<file path="src/rtl/fir_coef_loader.sv">
// Writer side of the 7-tap FIR coefficient interface: byte-serial frame load, atomic commit, optional zero flush.
// Optional flush of the FIR pipeline after commit is enabled by defining FIR_LOADER_FLUSH_EN.
module fir_coef_loader #(
  parameter logic [7:0] HDR    = 8'hA5,
  parameter logic [7:0] B0_RST = 8'h40
) (
  input  logic        clk,
  input  logic        Rst_n,
  input  logic        cfg_valid,
  output logic        cfg_ready,
  input  logic [7:0]  cfg_data,
  input  logic        cfg_abort,
  input  logic [7:0]  x_in,
  input  logic        x_in_valid,
  output logic        x_in_ready,
  output logic [7:0]  x_out,
  output logic [55:0] b_out,
  output logic        cfg_busy,
  output logic        cfg_err,
  output logic [3:0]  coef_ver
);

  localparam int unsigned NTAPS = 7;
  localparam int unsigned DW    = 8;
  localparam int unsigned IDXW  = 3;
  localparam int unsigned BW    = NTAPS * DW;

  typedef enum logic [1:0] {ST_IDLE, ST_LOAD, ST_COMMIT, ST_FLUSH} state_e;

  state_e             state_q, state_d;
  logic [IDXW-1:0]    idx_q, idx_d;
  logic [BW-1:0]      shadow_q, shadow_d;
  logic [BW-1:0]      b_q, b_d;
  logic [3:0]         ver_q, ver_d;
  logic               err_q, err_d;
  logic [DW-1:0]      xout_q, xout_d;
  logic               cfg_ready_q, cfg_ready_d;
  logic               busy_q, busy_d;
  logic               cfg_acc;
`ifdef FIR_LOADER_FLUSH_EN
  logic [IDXW-1:0]    fcnt_q, fcnt_d;
  logic               xready_q, xready_d;
`endif

  // Handshake/status outputs are registered from the next state so they track the state exactly.
  always_comb begin
    state_d  = state_q;
    idx_d    = idx_q;
    shadow_d = shadow_q;
    b_d      = b_q;
    ver_d    = ver_q;
    err_d    = err_q;
    cfg_acc  = cfg_valid && cfg_ready_q;
`ifdef FIR_LOADER_FLUSH_EN
    fcnt_d   = fcnt_q;
`endif
    case (state_q)
      ST_IDLE: begin
        if (cfg_acc) begin
          if (cfg_data == HDR) begin
            state_d = ST_LOAD;
            idx_d   = '0;
            err_d   = 1'b0;
          end else begin
            err_d = 1'b1;
          end
        end
      end
      ST_LOAD: begin
        // Abort wins over a byte presented in the same cycle; that byte is dropped.
        if (cfg_abort) begin
          state_d = ST_IDLE;
          idx_d   = '0;
        end else if (cfg_acc) begin
          for (int unsigned i = 0; i < NTAPS; i++) begin
            if (idx_q == IDXW'(i)) shadow_d[i*DW +: DW] = cfg_data;
          end
          if (idx_q == IDXW'(NTAPS - 1)) begin
            state_d = ST_COMMIT;
            idx_d   = '0;
          end else begin
            idx_d = idx_q + IDXW'(1);
          end
        end
      end
      ST_COMMIT: begin
        b_d   = shadow_q;
        ver_d = ver_q + 4'd1;
`ifdef FIR_LOADER_FLUSH_EN
        state_d = ST_FLUSH;
        fcnt_d  = IDXW'(NTAPS - 1);
`else
        state_d = ST_IDLE;
`endif
      end
`ifdef FIR_LOADER_FLUSH_EN
      ST_FLUSH: begin
        if (fcnt_q == '0) state_d = ST_IDLE;
        else              fcnt_d  = fcnt_q - IDXW'(1);
      end
`endif
      default: state_d = ST_IDLE;
    endcase
    cfg_ready_d = (state_d == ST_IDLE) || (state_d == ST_LOAD);
    busy_d      = (state_d != ST_IDLE);
`ifdef FIR_LOADER_FLUSH_EN
    xready_d    = (state_d != ST_FLUSH);
`endif
    xout_d      = (x_in_valid && x_in_ready) ? x_in : '0;
  end

  always_ff @(posedge clk) begin
    if (!Rst_n) begin
      state_q     <= ST_IDLE;
      idx_q       <= '0;
      shadow_q    <= '0;
      b_q         <= {{(BW-DW){1'b0}}, B0_RST};
      ver_q       <= '0;
      err_q       <= 1'b0;
      xout_q      <= '0;
      cfg_ready_q <= 1'b1;
      busy_q      <= 1'b0;
`ifdef FIR_LOADER_FLUSH_EN
      fcnt_q      <= '0;
      xready_q    <= 1'b1;
`endif
    end else begin
      state_q     <= state_d;
      idx_q       <= idx_d;
      shadow_q    <= shadow_d;
      b_q         <= b_d;
      ver_q       <= ver_d;
      err_q       <= err_d;
      xout_q      <= xout_d;
      cfg_ready_q <= cfg_ready_d;
      busy_q      <= busy_d;
`ifdef FIR_LOADER_FLUSH_EN
      fcnt_q      <= fcnt_d;
      xready_q    <= xready_d;
`endif
    end
  end

  assign cfg_ready = cfg_ready_q;
  assign cfg_busy  = busy_q;
  assign cfg_err   = err_q;
  assign coef_ver  = ver_q;
  assign b_out     = b_q;
  assign x_out     = xout_q;
`ifdef FIR_LOADER_FLUSH_EN
  assign x_in_ready = xready_q;
`else
  assign x_in_ready = 1'b1;
`endif

endmodule

</file>
<file path="config.mk">
export PLATFORM = sky130hd
export DESIGN_NAME = fir_coef_loader
export DESIGN_NICKNAME = d
export VERILOG_FILES = /design/src/rtl/fir_coef_loader.sv
export SDC_FILE = /design/constraint.sdc
export NUM_CORES = 1
export LEC_CHECK = 0
export ABC_AREA = 1
export CORE_UTILIZATION = 45
export DETAILED_ROUTE_END_ITERATION = 8
export DONT_BUFFER_PORTS = 1
export PLACE_DENSITY = 0.58
export SLEW_MARGIN = 20
export SYNTH_ARGS = -nofsm -noshare
export SYNTH_HDL_FRONTEND = slang
export SYNTH_SLANG_ARGS = --single-unit
</file>
<file path="constraint.sdc">
create_clock -name clk -period 3 [get_ports clk]
set_input_delay 0.3 -clock clk [delete_from_list [all_inputs] [get_ports clk]]
set_output_delay 0.3 -clock clk [all_outputs]
set_load 0.01 [all_outputs]
</file>
* Word level (Yosys, flattened, before mapping) *
Index checks and enable logic that the tools add are counted.

storage, ports and cells
  flip-flop bits (word level) = 132
  latch bits = 0
  bits in writable memories = 0
  bits in read-only memories = 0
  bits of input ports = 21
  output and inout bits = 72
  logic and storage cells = 61
  memories = 0

operators by class
  add/subtract/negate cells = 2
  $mul = 0
  div/mod/pow operators = 0
  order comparisons = 0
  equality and inequality tests = 13
  shift operators = 0
  mux-type cells = 13
  bitwise logic cells = 1
  reductions and logical operators = 17

operators with widths
  operator               number
  $reduce_and A4 Y1      8
  $mux W3                5
  $mux W2                5
  $eq A3 B3 Y1 const B   3
  $eq A8 B8 Y1 const B   1
  $eq A3 B2 Y1 const B   2
  $pmux W3 S2            1
  $add A4 B1 Y4 const B  1
  $eq A2 B1 Y1 const B   2
  $logic_not A2 Y1       2
  $ne A2 B2 Y1 const B   2
  $pmux W2 S2            1
  $reduce_and A2 Y1      2
  $reduce_bool A2 Y1     2
  $add A3 B1 Y3 const B  1
  $eq A3 B1 Y1 const B   1
  $logic_not A3 Y1       1
  $ne A3 B3 Y1 const B   1
  $eq A2 B2 Y1 const B   1
  $logic_and A1 B1 Y1    1
  $logic_or A1 B1 Y1     1
  $mux W1                1
  $not A1 Y1             1

* Depth between registers and ports, before layout *
  depth in word-level cells = 7
  depth in mapped cells = 8
  depth with buffers taken out = 8

* Least setup slack after synthesis *
OpenSTA, ideal clock, no wires.

  kind = register to register
  start = register cfg_ready_q (netlist: cfg_ready)
  end = register shadow_q[11]
  library setup time = 119 ps
  arrival time = 1158 ps
  data required time = 2881 ps
  path slack = 1723 ps
  cell stages (with the launch flop) = 7
  period minus slack after synthesis = 1277 ps
  path through = dfxtp_1 -> nand2_2 -> nor2_4 -> nand3_2 -> buf_2 -> o21ai_1 -> a21oi_1

on the way
  cells in the longest elaborated chain, start to end = 2

RTL lines
  element                      line  text
  from (decl)                  37    logic cfg_ready_q, cfg_ready_d;
  from (signal assigned)       135   cfg_ready_q <= cfg_ready_d;
  $logic_and A1 B1 Y1          53    cfg_acc = cfg_valid && cfg_ready_q;
  $reduce_and A4 Y1 (no line)  -
  to (signal assigned)         130   shadow_q <= shadow_d;
  to (decl)                    32    logic [BW-1:0] shadow_q, shadow_d;

No other way between the ends.
A chain may end at the register's enable or synchronous reset.

* Final worst setup path *
  start = register state_q[1]
  end = register b_q[3] (netlist: b_out[3])

on the way
  cells in the longest elaborated chain, start to end = 1

RTL lines
  element                 line  text
  from (decl)             30    state_e state_q, state_d;
  from (signal assigned)  128   state_q <= state_d;
  $eq A2 B2 Y1            57    case (state_q)
  to (signal assigned)    117   b_q <= {{(BW-DW){1'b0}}, B0_RST};
  to (decl)               33    logic [BW-1:0] b_q, b_d;

No other way between the ends.

==> impl_metrics.yaml <==
floorplan:
  num_rows: 37
  core_area_mm2: 0.0103
  fp.dieH_um: 105
  io_pins: 93
  die_area_mm2: 0.0111
  start_util_pct: 46.4
  die_w_um: 105
power_and_ir_drop:
  power_density_mw_per_mm2: 687
  leakagePower_uw: 0.00244
  peakVddDrop_v: 0.000344
  total_power_uw: 3850
finish:
  final_cells: 767
  area_delta_synth_final_pct: 17.0
  drive_gt1_share_pct: 7.46
  fin_nets: 642
  layout_commonest_cell: "nor2_1"
  fin_util_pct: 54.3
  ff_latch_area_mm2: 0.00264
  fillers: 977
  layout_common_cells: "163 x nor2_1, 132 x dfxtp_1, 91 x o21ai_0, 51 x nand2_1, 49 x inv_1"
  multi_input_area_mm2: 0.00181
sta:
  slew_violations: 0
  finalHoldViolations: 0
  tightest_slew_ns: 0.662
  setup_violations: 0
  layout_worst_path_cycle_share_pct: 56.4
  whs_ns: 0.0480
  grt_setup_unrepaired: "false"
  max_freq_mhz: 591
  relSlewSlack_pct: 55.8
  tns_ns: 0
  period_needed_ns: 1.69
  skew_ns: 0.00674
clock_tree:
  cts.clk_slew.worst_paths_ns: 0.06
  cts_buffers: 17
  cts.path.max_buffers: 2
  insertion_delay_ns: 0.52
  h-tree-depth: 4
  clock-root-buffer: "clkbuf_8"
  cts_setup_buffers: 0
  cts.sinks: 132
  cts_tree: "built"
flow_run:
  drv_cap: 0
synth:
  ys_top_cells_by_area: "dfxtp_1 55%, nor2_1 13%, o21ai_0 9.5%, a21oi_1 4.4%, nand2_1 4.0%"
  ys_warn_count: 0
  synth_top_area_share_pct: 55.1
  avgSynthCellArea_um2: 7.86
  syn-num-nets: 633
  ys_types: 28
  synth_edf_count: 0
  synth-seq-cells: 132
  ys_async_sr_fraction_pct: 0
  synth_area_mm2: 0.00479
  synthCells: 610
  yosysTopAreaCell: "dfxtp_1"
  ys_seq_area_share_pct: 55.1
  synthFlopType: "dfxtp_1"
routing:
  drt_iter0_drc: 284
  viasPerCell: 5.03
  route.detailed.drc: 0
  totalWireLength_um: 11700
  ant_nets: 0
  post_drt_wl_per_cell_um: 15.2
  first_pass_iters: 4
  vias: 3855
grt:
  antenna_found_initial: 0
  grt_pass1_vias: 3652
  grtUsageTotal_pct: 22.2
  gr-total-overflow: 0
  grt_first_pass_wirelength_um: 18800
  grt_max_degree: 119
place:
  hpwl_um: 6920
  place_congestion: 0.821
  port_buffers: 0
  dp.cells: 718
worst_setup_path:
  crit_type: "flop to flop"
  arrival_ns: 2.14
  critPathCaptureType: "flop"
  cp-start-kind: "flop"
  path_max_fanout: 44
  crit_required_ns: 3.45
min_path:
  hp-class: "input pin to flop"
outcome:
  outcome: "completed"
-- power by group --
part / internal [uW] / switching (uW) / total, uW
clock network: 1270 / 718 / 1990
registers: 1760 / 5.62 / 1770
logic: 32.9 / 65.6 / 98.6
-- sequential cells by signal, summed over array words and instances (netlist names) --
| register | count |
|---|---|
| b_out | 56 |
| cfg_busy | 1 |
| cfg_err | 1 |
| cfg_ready | 1 |
| coef_ver | 4 |
| idx_q | 3 |
| shadow_q | 56 |
| state_q | 2 |
| x_out | 8 |
-- Yosys cell counts, types with 3 or more instances --
master and count:
nand3_2 3, o21ai_1 3, o22ai_1 4, inv_1 49, a21oi_1 42, nor2_1 163, nand3_1 23, nor2_2 4
clkbuf_1 15, dfxtp_1 132, buf_2 9, nand2_1 51, o21ai_0 91
-- what timing repair did --
item	4_1_cts	5_1_grt
hold buffers	18	0
gates resized for setup	0	0
endpoints found under the hold margin	130	0
-- final cells by class --
| type | instances | share of cell area, % |
|---|---|---|
| Sequential cell | 132 | 47.1 |
| Multi-Input combinational cell | 396 | 32.3 |
| Clock buffer | 20 | 7.77 |
| Timing Repair Buffer | 20 | 3.79 |
| Inverter | 52 | 3.50 |
| Tap cell | 136 | 3.04 |
| Clock inverter | 10 | 2.39 |
| Antenna cell | 1 | 0.0446 |
-- final timing paths --
check                            startpoint                endpoint  slack, ns  cells past startpoint
setup reg to reg      state_q[1]$_SDFF_PN0_   b_out[3]$_SDFFE_PN0N_       1.31                      6
setup / recovery      state_q[1]$_SDFF_PN0_   b_out[3]$_SDFFE_PN0N_       1.31                      6
hold reg to reg   shadow_q[33]$_SDFFE_PN0P_  b_out[33]$_SDFFE_PN0N_       0.46                      2
hold / removal                   x_in_valid     x_out[4]$_SDFF_PN0_       0.05                      2
-- stage by stage --
stage / setup WS, ns / instance area, um^2
floorplan: 1.72 / 4790
global placement: 1.36 / 4840
detailed placement: 1.33 / 4840
CTS: 1.31 / 5600
global route: 1.10 / 5600
finish: 1.31 / 5610
-- critical path, cell delays in order (launching register included) --
cell and delay (ns):
dfxtp_1 0.32, inv_1 0.12, nor2_4 0.12, buf_4 0.36, buf_4 0.41, o21ai_0 0.14
nor2_1 0.12
-- kinds of logic after synthesis --
logic type / share of synthesized area (%)
other: 0.0782
adders and majority gates: 0.522
buffers and inverters: 7.15
and+or+nand+nor: 22.1
DFF: 55.1
AOI/OAI and AO/OA: 15.1
-- routing by layer --
metal | global-route usage [%] | part of all wire [%]
met1 | 27.6 | 46
met2 | 35.5 | 47
met3 | 6.55 | 5.6
met4 | 9.96 | 2.1
met5 | 0 | 0
No activity file was read; power rests on OpenSTA's default activity.
